## config.mk

```make
export PLATFORM = sky130hd
export DESIGN_NAME = video_bbox_rx
export DESIGN_NICKNAME = d
export VERILOG_FILES = /design/src/rtl/video_bbox_rx.sv
export SDC_FILE = /design/constraint.sdc
export NUM_CORES = 1
export LEC_CHECK = 0
export CORE_ASPECT_RATIO = 1.25
export CORE_MARGIN = 5
export CORE_UTILIZATION = 35
export CTS_BUF_LIST = sky130_fd_sc_hd__clkbuf_16
export DETAILED_ROUTE_END_ITERATION = 8
export PLACE_DENSITY = 0.6
export RECOVER_POWER = 50
export SYNTH_ARGS = -nofsm -noshare
export SYNTH_HDL_FRONTEND = slang
export SYNTH_SLANG_ARGS = --single-unit
```

## constraint.sdc

```tcl
create_clock -name clk_pix -period 2.35 [get_ports clk_pix]
set_input_delay 0.3525 -clock clk_pix [delete_from_list [all_inputs] [get_ports clk_pix]]
set_output_delay 0.3525 -clock clk_pix [all_outputs]
set_load 0.01 [all_outputs]
```

## src/rtl/video_bbox_rx.sv

```systemverilog
// Captures the bounding box of red-lit pixels per video frame and hands it off with valid/ready.
// Optional geometry check against H_RES/V_RES is enabled by defining VIDEO_BBOX_RX_GEOM_CHECK_EN.
module video_bbox_rx #(
  parameter int unsigned CORDW  = 10,
  parameter logic [7:0]  THRESH = 8'h80,
  parameter int unsigned H_RES  = 640,
  parameter int unsigned V_RES  = 480
) (
  input  logic             clk_pix,
  input  logic             rst_n,
  input  logic             de,
  input  logic             vsync,
  input  logic [7:0]       pix_r,
  output logic             res_valid,
  input  logic             res_ready,
  output logic             res_found,
  output logic [CORDW-1:0] res_x0,
  output logic [CORDW-1:0] res_y0,
  output logic [CORDW-1:0] res_x1,
  output logic [CORDW-1:0] res_y1,
  output logic [CORDW-1:0] res_w,
  output logic [CORDW-1:0] res_h,
  output logic             ovr,
  output logic             geom_err
);

  typedef enum logic {StWaitSync, StCapture} state_e;

  localparam logic [CORDW-1:0] CordMax = '1;

  if (H_RES >= 2 ** CORDW || V_RES >= 2 ** CORDW) begin : g_bad_res
    $error("H_RES/V_RES do not fit in CORDW bits");
  end

  state_e state_q, state_d;

  logic             vsync_q, de_q;
  logic [CORDW-1:0] x_q, y_q, line_len_q;
  logic             box_any_q;
  logic [CORDW-1:0] bx0_q, by0_q, bx1_q, by1_q;
  logic             res_valid_q, res_found_q, ovr_q;
  logic [CORDW-1:0] res_x0_q, res_y0_q, res_x1_q, res_y1_q, res_w_q, res_h_q;

  logic active, vs_rise, de_fall, capture, lit, frame_end, res_load;

  // de seen during vsync is ignored, so the delayed copy only tracks qualified de
  assign active    = de & ~vsync;
  assign vs_rise   = vsync & ~vsync_q;
  assign de_fall   = ~active & de_q;
  assign capture   = (state_q == StCapture);
  assign lit       = active & capture & (pix_r >= THRESH);
  assign frame_end = vs_rise & capture;
  assign res_load  = frame_end & (~res_valid_q | res_ready);

  always_comb begin
    state_d = state_q;
    unique case (state_q)
      StWaitSync: if (vs_rise) state_d = StCapture;
      StCapture:  state_d = StCapture;
      default:    state_d = StWaitSync;
    endcase
  end

  always_ff @(posedge clk_pix or negedge rst_n) begin
    if (!rst_n) begin
      state_q    <= StWaitSync;
      vsync_q    <= 1'b0;
      de_q       <= 1'b0;
      x_q        <= '0;
      y_q        <= '0;
      line_len_q <= '0;
    end else begin
      state_q <= state_d;
      vsync_q <= vsync;
      de_q    <= active;
      if (vs_rise || de_fall) begin
        x_q <= '0;
      end else if (active && x_q != CordMax) begin
        x_q <= x_q + CORDW'(1);
      end
      if (vs_rise) begin
        y_q <= '0;
      end else if (de_fall && y_q != CordMax) begin
        y_q <= y_q + CORDW'(1);
      end
      if (de_fall) line_len_q <= x_q;
    end
  end

  // Running box; registers are zero whenever no pixel is lit, so they load straight into results
  always_ff @(posedge clk_pix or negedge rst_n) begin
    if (!rst_n) begin
      box_any_q <= 1'b0;
      bx0_q     <= '0;
      by0_q     <= '0;
      bx1_q     <= '0;
      by1_q     <= '0;
    end else if (frame_end) begin
      box_any_q <= 1'b0;
      bx0_q     <= '0;
      by0_q     <= '0;
      bx1_q     <= '0;
      by1_q     <= '0;
    end else if (lit) begin
      box_any_q <= 1'b1;
      if (!box_any_q || x_q < bx0_q) bx0_q <= x_q;
      if (!box_any_q || y_q < by0_q) by0_q <= y_q;
      if (!box_any_q || x_q > bx1_q) bx1_q <= x_q;
      if (!box_any_q || y_q > by1_q) by1_q <= y_q;
    end
  end

  always_ff @(posedge clk_pix or negedge rst_n) begin
    if (!rst_n) begin
      res_valid_q <= 1'b0;
      res_found_q <= 1'b0;
      ovr_q       <= 1'b0;
      res_x0_q    <= '0;
      res_y0_q    <= '0;
      res_x1_q    <= '0;
      res_y1_q    <= '0;
      res_w_q     <= '0;
      res_h_q     <= '0;
    end else begin
      if (res_load) begin
        res_valid_q <= 1'b1;
        res_found_q <= box_any_q;
        res_x0_q    <= bx0_q;
        res_y0_q    <= by0_q;
        res_x1_q    <= bx1_q;
        res_y1_q    <= by1_q;
        res_w_q     <= line_len_q;
        res_h_q     <= y_q;
      end else if (res_ready) begin
        res_valid_q <= 1'b0;
      end
      if (frame_end && res_valid_q && !res_ready) ovr_q <= 1'b1;
    end
  end

`ifdef VIDEO_BBOX_RX_GEOM_CHECK_EN
  logic geom_err_q;

  always_ff @(posedge clk_pix or negedge rst_n) begin
    if (!rst_n) begin
      geom_err_q <= 1'b0;
    end else if (res_load) begin
      geom_err_q <= (line_len_q != CORDW'(H_RES)) | (y_q != CORDW'(V_RES));
    end
  end

  assign geom_err = geom_err_q;
`else
  assign geom_err = 1'b0;
`endif

  assign res_valid = res_valid_q;
  assign res_found = res_found_q;
  assign res_x0    = res_x0_q;
  assign res_y0    = res_y0_q;
  assign res_x1    = res_x1_q;
  assign res_y1    = res_y1_q;
  assign res_w     = res_w_q;
  assign res_h     = res_h_q;
  assign ovr       = ovr_q;

endmodule

```

==> results of run 1 <==
[path summary, 6_finish.rpt]
check,startpoint,to,slack [ns]
min in group asynchronous,rst_n,bx0_q[5],0.82
max,y_q[5],by1_q[3],0.13
max in group asynchronous,rst_n,bx1_q[6],0.39
min,res_y0[2],res_y0[2],0.48
max reg2reg,y_q[5],by1_q[3],0.13
min reg2reg,res_y0[2],res_y0[2],0.48
[through the flow]
stage | total power, mW | std cells
after floorplan | 3.027 | 581
after global placement | 3.380 | 892
after detailed placement | 3.401 | 892
after CTS | 5.978 | 923
after global routing | 6.171 | 924
final | 5.917 | 924
[Yosys cell counts, types with 2 or more instances]
library cell  instances
a2111oi_0             2
a211oi_1              5
a21oi_1              16
a22o_1               20
a31oi_1               3
a41o_1                2
and3_1                4
and4_1                3
buf_2                 2
buf_6                 2
clkbuf_1             20
dfrtp_1             137
ha_1                 40
inv_1                44
mux2_1                2
mux2_2               31
mux2i_1              19
nand2_1              83
nand2b_1              8
nand3_1              11
nand4_1               9
nor2_1               19
nor3_1                6
o21ai_0              51
o21ai_2               2
o2bb2ai_1             2
o31a_1                4
o31ai_2               2
or3_1                 4
xnor2_1               4
xor2_1                7
[registers in the layout, indices dropped and copies added, names as in the netlist]
name	count
bx0_q	10
bx1_q	10
by0_q	10
by1_q	10
line_len_q	10
res_h	10
res_w	10
res_x0	10
res_x1	10
res_y0	10
res_y1	10
x_q	10
y_q	10
box_any_q	1
capture	1
de_q	1
ovr	1
res_found	1
res_valid	1
vsync_q	1
[final cells by class]
type / count / area (sq um)
fillers: 1711 / 9867
flip-flops and latches: 137 / 3428
multi-input cells: 375 / 2669
repair buffers: 110 / 982.2
clock buffers: 17 / 425.4
well taps: 228 / 285.3
inverters: 44 / 165.2
clock inverters: 13 / 138.9
[cell usage in the layout (no fill, tap or decap), types with 3 or more instances in the layout]
| cell | netlist | final |
|---|---|---|
| a21oi_1 | 16 | 16 |
| bufinv_16 | 0 | 3 |
| clkbuf_1 | 20 | 4 |
| nor3_1 | 6 | 6 |
| a31oi_1 | 3 | 3 |
| nand4_1 | 9 | 9 |
| clkdlybuf4s50_1 | 0 | 66 |
| o31a_1 | 4 | 3 |
| clkbuf_16 | 0 | 17 |
| clkinv_1 | 0 | 4 |
| o21ai_0 | 51 | 51 |
| a22o_1 | 20 | 20 |
| or3_1 | 4 | 4 |
| ha_1 | 40 | 40 |
| and4_1 | 3 | 3 |
| a211oi_1 | 5 | 5 |
| nand2b_1 | 8 | 8 |
| mux2i_1 | 19 | 19 |
| nor2_1 | 19 | 19 |
| mux2_2 | 31 | 31 |
| nand2_1 | 83 | 83 |
| buf_4 | 1 | 35 |
| xor2_1 | 7 | 7 |
| nand3_1 | 11 | 10 |
| inv_1 | 44 | 46 |
| xnor2_1 | 4 | 4 |
| dfrtp_1 | 137 | 137 |
| and3_1 | 4 | 4 |
[kinds of logic after synthesis]
family / synth area share (%)
AOI/OAI and AO/OA: 12.11
adders and majority gates: 7.874
buffers and inverters: 4.409
other: 0.05900
and+or+nand+nor: 11.26
DFF: 53.94
xor gates and xnor gates: 1.516
muxes: 8.838
[layer usage]
| metal | vias up | track usage (%) |
|---|---|---|
| li1 | 2234 | - |
| met1 | 2264 | 16.88 |
| met3 | 20 | 3.426 |
| met2 | 92 | 25.69 |
| met5 | - | 0 |
| met4 | 0 | 5.005 |
[timing repair]
| action | 4_1_cts | 5_1_grt |
|---|---|---|
| hold endpoints to repair | 53 | 0 |
| setup buffers | 0 | 1 |
| endpoints found under the setup margin | 0 | 20 |
| hold buffers | 1 | 0 |
| gates resized for setup | 0 | 4 |
[power breakdown]
part           internal [mW]  switching (mW)
sequential              2.48          0.0725
clock                   1.63           0.941
combinational          0.376           0.422
[worst max-delay path: cells and delay by family (launching register included)]
kind                     cells  cell delay [ns]
AND/OR/NAND/NOR              1             0.16
adder cells (fa/ha/maj)      1             0.33
AO/OA/AOI/OAI                4             0.89
flip-flops                   1             0.40
buffers and inverters        2             0.32
==> flow_results.xml, run 1 <==
<?xml version="1.0" encoding="UTF-8"?>
<metrics>
  <group name="yosys">
    <metric name="ys_ff_latch" unit="">137</metric>
    <metric name="synth-async-reset-ratio" unit="%">100.0</metric>
    <metric name="syn_avg_cell_area" unit="sq um">10.94</metric>
    <metric name="netlist_instances" unit="">581</metric>
    <metric name="ys_seq_area_share" unit="%">53.94</metric>
    <metric name="ys_types" unit="">48</metric>
    <metric name="mappedNetlistNets" unit="">634</metric>
    <metric name="synth-main-ff-cell" unit="">dfrtp_1</metric>
    <metric name="yosysWarningCount" unit="">0</metric>
    <metric name="synth_area_leader_cell" unit="">dfrtp_1</metric>
    <metric name="synth_enable_flop_cells" unit="">0</metric>
    <metric name="synth.top_cells.by_area" unit="">dfrtp_1, ha_1, mux2_2, nand2_1, o21ai_0</metric>
    <metric name="mappedNetlistArea" unit="sq mm">0.006356</metric>
    <metric name="synth_top_area_share" unit="%">53.94</metric>
  </group>
  <group name="placement">
    <metric name="detailedPlace.worstSlack" unit="ns">-0.07331</metric>
    <metric name="post-dp-hpwl" unit="um">10870</metric>
    <metric name="gpl.final_weighted_congestion" unit="">0.8076</metric>
    <metric name="placed_area" unit="sq mm">0.007546</metric>
    <metric name="portBuffers" unit="">68</metric>
  </group>
  <group name="drt">
    <metric name="met3WireLength" unit="um">544</metric>
    <metric name="drc_errors" unit="">0</metric>
    <metric name="antenna_left" unit="">0</metric>
    <metric name="met2_wirelength" unit="um">7877</metric>
    <metric name="post_drt_wl_per_cell" unit="um">15.66</metric>
    <metric name="drt_pass1_iterations" unit="">4</metric>
    <metric name="drt_iter0_drc" unit="">182</metric>
    <metric name="drt-vias-per-instance" unit="">4.989</metric>
    <metric name="detail_route.wirelength" unit="um">14470</metric>
    <metric name="dr_total_vias" unit="">4610</metric>
    <metric name="dr.max_layer_used" unit="">met4</metric>
    <metric name="wl_met1" unit="um">5825</metric>
  </group>
  <group name="status">
    <metric name="status" unit="">finished clean</metric>
  </group>
  <group name="setup_path">
    <metric name="timing.critical_path.to_type" unit="">flip-flop</metric>
    <metric name="worst-path-max-fanout" unit="">9</metric>
    <metric name="kind_of_critical_path" unit="">flip-flop to flip-flop</metric>
    <metric name="cp-start-kind" unit="">flip-flop</metric>
    <metric name="sequence_of_cells_on_the_critical_path" unit="">ha_1 -&gt; nand4_1 -&gt; a211oi_1 -&gt; a2111oi_2 -&gt; buf_4 -&gt; o31a_1 -&gt; buf_4 -&gt; a22o_1</metric>
    <metric name="critPathMaxStageDelay" unit="ns">0.40</metric>
    <metric name="crit_path_frequent_cell" unit="">buf_4</metric>
    <metric name="data_arrival_at_the_endpoint_of_the_critical_path" unit="ns">2.53</metric>
    <metric name="worst-r2r-cell-count" unit="">8</metric>
    <metric name="required" unit="ns">2.65</metric>
    <metric name="cpMaxStageDelayCell" unit="">dfrtp_1</metric>
  </group>
  <group name="min_path">
    <metric name="min_delay_path_depth" unit="">2</metric>
    <metric name="hp-class" unit="">flip-flop to flip-flop</metric>
  </group>
  <group name="floorplan">
    <metric name="fp.coreArea" unit="sq mm">0.01796</metric>
    <metric name="io_pins" unit="">77</metric>
    <metric name="fp.dieArea" unit="sq mm">0.02097</metric>
    <metric name="die_x" unit="um">130.5</metric>
    <metric name="initial_utilization" unit="%">35.39</metric>
    <metric name="die_y" unit="um">160.7</metric>
    <metric name="num_rows" unit="">55</metric>
  </group>
  <group name="global_route">
    <metric name="grt_pass1_vias" unit="">4655</metric>
    <metric name="grt_antenna_before_repair" unit="">0</metric>
    <metric name="wire_length_of_the_first_global_routing_pass" unit="um">23650</metric>
    <metric name="groute.usage.overall" unit="%">14.49</metric>
    <metric name="grt_max_degree" unit="">100</metric>
    <metric name="globalRoute.totalOverflow" unit="">0</metric>
  </group>
  <group name="sta">
    <metric name="max_freq" unit="MHz">449.5</metric>
    <metric name="worst_slack" unit="ns">0.1255</metric>
    <metric name="final_max_slew_viol_count" unit="">0</metric>
    <metric name="setup_viol" unit="">0</metric>
    <metric name="worstMarginPinSlew" unit="ns">1.432</metric>
    <metric name="rsz0062_at_grt" unit="">no</metric>
    <metric name="max_slew_headroom_at_the_worst_pin" unit="%">4.528</metric>
    <metric name="final_min_period_over_clock_period" unit="%">94.66</metric>
    <metric name="clock_skew" unit="ns">0.006818</metric>
    <metric name="hold_ws" unit="ns">0.4759</metric>
    <metric name="timing.setup.tns" unit="ns">0</metric>
    <metric name="post-route-min-period" unit="ns">2.224</metric>
    <metric name="report.final.hold_viol_count" unit="">0</metric>
  </group>
  <group name="run">
    <metric name="drv_cap" unit="">0</metric>
  </group>
  <group name="cts">
    <metric name="cts_root_buf" unit="">clkbuf_16</metric>
    <metric name="clock_insertion_delay_worst_skew" unit="ns">0.42</metric>
    <metric name="clock_tree_from_tritoncts" unit="">built</metric>
    <metric name="ctsLongestPathBuffers" unit="">2</metric>
    <metric name="clock_tree.htree_level_count" unit="">4</metric>
    <metric name="clock_sinks" unit="">137</metric>
    <metric name="clkSlewWorstSetupHoldPaths" unit="ns">0.06</metric>
    <metric name="cts_bufs_inserted" unit="">17</metric>
  </group>
  <group name="finish">
    <metric name="antenna-diode-count" unit="">0</metric>
    <metric name="postLayoutCoreUtil" unit="%">45.06</metric>
    <metric name="finish.instance_area" unit="sq mm">0.008094</metric>
    <metric name="proportion_of_layout_cells_with_a_drive_suffix_above_1" unit="%">15.09</metric>
    <metric name="num-nets-final" unit="">738</metric>
    <metric name="layout-area-overhead-vs-synth" unit="%">27.34</metric>
  </group>
  <group name="pwr">
    <metric name="vdd_ir_drop_max" unit="mV">0.4510</metric>
    <metric name="power.static_leakage" unit="nW">3.755</metric>
    <metric name="cellPowerDensity" unit="mW/mm^2">731.0</metric>
  </group>
</metrics>
No activity file was read; power rests on OpenSTA's default activity.
==> run 2, diff against run 1 <==
MAX_ROUTING_LAYER = met4   (was unset)
==> flow_results.xml, run 2 (synthesis results as in run 1) <==
<?xml version="1.0" encoding="UTF-8"?>
<metrics>
  <group name="status">
    <metric name="status" unit="">finished clean</metric>
  </group>
  <group name="finish">
    <metric name="num-nets-final" unit="">738</metric>
    <metric name="antenna-diode-count" unit="">0</metric>
    <metric name="layout_common_cells" unit="">dfrtp_1, nand2_1, clkdlybuf4s50_1, o21ai_0, inv_1</metric>
    <metric name="mostFrequentLayoutCell" unit="">dfrtp_1</metric>
    <metric name="proportion_of_layout_cells_with_a_drive_suffix_above_1" unit="%">15.76</metric>
    <metric name="postLayoutCoreUtil" unit="%">45.43</metric>
    <metric name="layout-area-overhead-vs-synth" unit="%">28.37</metric>
  </group>
  <group name="setup_path">
    <metric name="r2r_slack" unit="ns">0.16</metric>
    <metric name="data_arrival_at_the_endpoint_of_the_critical_path" unit="ns">2.50</metric>
    <metric name="timing.critical_path.to_type" unit="">flip-flop</metric>
    <metric name="worstSetupStartpoint" unit="">by1_q[5]</metric>
    <metric name="worst-path-max-fanout" unit="">10</metric>
    <metric name="r2r-end" unit="">by1_q[3]</metric>
    <metric name="rr_startpoint" unit="">by1_q[5]</metric>
    <metric name="cp-start-kind" unit="">flip-flop</metric>
    <metric name="worst-r2r-cell-count" unit="">9</metric>
    <metric name="required" unit="ns">2.66</metric>
    <metric name="kind_of_critical_path" unit="">flip-flop to flip-flop</metric>
  </group>
  <group name="floorplan">
    <metric name="io_pins" unit="">77</metric>
    <metric name="die_x" unit="um">130.5</metric>
    <metric name="fp.coreArea" unit="sq mm">0.01796</metric>
    <metric name="num_rows" unit="">55</metric>
    <metric name="fp.dieArea" unit="sq mm">0.02097</metric>
    <metric name="die_y" unit="um">160.7</metric>
    <metric name="initial_utilization" unit="%">35.39</metric>
  </group>
  <group name="drt">
    <metric name="drt_iter0_drc" unit="">250</metric>
    <metric name="drc_errors" unit="">0</metric>
    <metric name="drt-vias-per-instance" unit="">4.992</metric>
    <metric name="drt_pass1_iterations" unit="">4</metric>
    <metric name="post_drt_wl_per_cell" unit="um">15.77</metric>
    <metric name="antenna_left" unit="">0</metric>
    <metric name="dr_total_vias" unit="">4623</metric>
    <metric name="detail_route.wirelength" unit="um">14600</metric>
  </group>
  <group name="placement">
    <metric name="gpl.final_weighted_congestion" unit="">0.8193</metric>
    <metric name="portBuffers" unit="">68</metric>
    <metric name="post-dp-hpwl" unit="um">10940</metric>
  </group>
  <group name="sta">
    <metric name="post-route-min-period" unit="ns">2.190</metric>
    <metric name="worstMarginPinSlew" unit="ns">1.452</metric>
    <metric name="hold_ws" unit="ns">0.4768</metric>
    <metric name="rsz0062_at_grt" unit="">no</metric>
    <metric name="report.final.hold_viol_count" unit="">0</metric>
    <metric name="max_slew_headroom_at_the_worst_pin" unit="%">3.224</metric>
    <metric name="final_min_period_over_clock_period" unit="%">93.17</metric>
    <metric name="clock_skew" unit="ns">0.008353</metric>
    <metric name="final_max_slew_viol_count" unit="">0</metric>
    <metric name="timing.setup.tns" unit="ns">0</metric>
    <metric name="max_freq" unit="MHz">456.7</metric>
    <metric name="setup_viol" unit="">0</metric>
  </group>
  <group name="global_route">
    <metric name="globalRoute.totalOverflow" unit="">0</metric>
    <metric name="wire_length_of_the_first_global_routing_pass" unit="um">24400</metric>
    <metric name="grt_max_degree" unit="">59</metric>
    <metric name="grt_pass1_vias" unit="">4763</metric>
    <metric name="groute.usage.overall" unit="%">15.29</metric>
    <metric name="grt_antenna_before_repair" unit="">0</metric>
  </group>
  <group name="min_path">
    <metric name="hp-class" unit="">flip-flop to flip-flop</metric>
    <metric name="min_delay_worst_endpoint" unit="">res_y1[8]</metric>
    <metric name="worstHoldStart" unit="">res_y1[8]</metric>
    <metric name="min_delay_path_depth" unit="">2</metric>
  </group>
  <group name="pwr">
    <metric name="power.static_leakage" unit="nW">3.787</metric>
    <metric name="vdd_ir_drop_max" unit="mV">0.6451</metric>
    <metric name="design_power_total" unit="mW">6.220</metric>
    <metric name="cellPowerDensity" unit="mW/mm^2">762.4</metric>
  </group>
  <group name="cts">
    <metric name="clock_tree_from_tritoncts" unit="">built</metric>
    <metric name="clock_insertion_delay_worst_skew" unit="ns">0.42</metric>
    <metric name="cts_bufs_inserted" unit="">17</metric>
    <metric name="ctsLongestPathBuffers" unit="">2</metric>
    <metric name="cts_root_buf" unit="">clkbuf_16</metric>
    <metric name="clock_sinks" unit="">137</metric>
    <metric name="clock_tree.htree_level_count" unit="">4</metric>
    <metric name="clkSlewWorstSetupHoldPaths" unit="ns">0.06</metric>
  </group>
  <group name="run">
    <metric name="drv_cap" unit="">0</metric>
  </group>
</metrics>
run 2: changes by cell type in the layout (fill, tap and decap cells not counted):
cell        change
a2111oi_0       +1
a2111oi_2       -1
bufinv_16       +2
clkbuf_1        -1
clkbuf_2        +1
clkinv_1        -2
clkinvlp_4      +1
inv_6           +1
o31a_1          -1
o31a_2          +1
run 2: final cells by class:
cell class / count / area (sq um)
Fill cell: 1633 / 9802
Sequential cell: 137 / 3428
Multi-Input combinational cell: 375 / 2664
Timing Repair Buffer: 110 / 983.4
Clock buffer: 17 / 425.4
Tap cell: 228 / 285.3
Clock inverter: 15 / 207.7
Inverter: 44 / 165.2
run 2: worst max-delay path by stage:
| stage | cells past startpoint | end | slack, ns |
|---|---|---|---|
| floorplan | 6 | by1_q[0] | 0.20 |
| global placement | 7 | by0_q[5] | 0.04 |
| detailed placement | 7 | by0_q[4] | -0.02 |
| CTS | 7 | bx1_q[3] | 0.08 |
| global route | 9 | by1_q[3] | 0.03 |
| finish | 9 | by1_q[3] | 0.16 |
run 2: metrics by stage:
step                      cells  cell area, sq um  setup WS [ns]
after global placement      893              7553        0.03533
final                       926              8159         0.1604
after CTS                   926              8197        0.08116
after detailed placement    893              7553       -0.01665
after global routing        926              8159        0.02763
after floorplan             581              6356         0.2001
run 2: power breakdown:
group          internal [mW]  switching [mW]
registers               2.48          0.0712
clock network           1.87            1.02
logic                  0.369           0.422
total                   4.71            1.51
run 2: repair_timing:
action / CTS / global route
resized for setup: 0 / 3
endpoints found under the hold margin: 55 / 0
endpoints found under the setup margin: 0 / 20
setup buffers: 0 / 0
hold buffers: 1 / 0
run 2: worst max-delay path, stage by stage, from the launching register on:
cell and delay (ns):
dfrtp_1 0.38, inv_1 0.09, ha_1 0.26, a21oi_1 0.14, o21ai_0 0.13, a2111oi_1 0.41
buf_4 0.19, o31ai_2 0.06, buf_4 0.17, a22o_1 0.23
run 2: per-layer routing:
metal | vias to the layer above | GRT usage (%) | part of all wire [%]
met3 | 24 | 3.626 | 3.9
met1 | 2249 | 17.89 | 41
met5 | - | - | 0
li1 | 2234 | - | -
met2 | 116 | 25.36 | 53
met4 | 0 | 5.706 | 2.2
==> run 3, diff against run 2 <==
HOLD_SLACK_MARGIN = 0.1   (was unset)
==> results of run 3 <==
Final layout, timing and power as in run 2 (identical DEF).
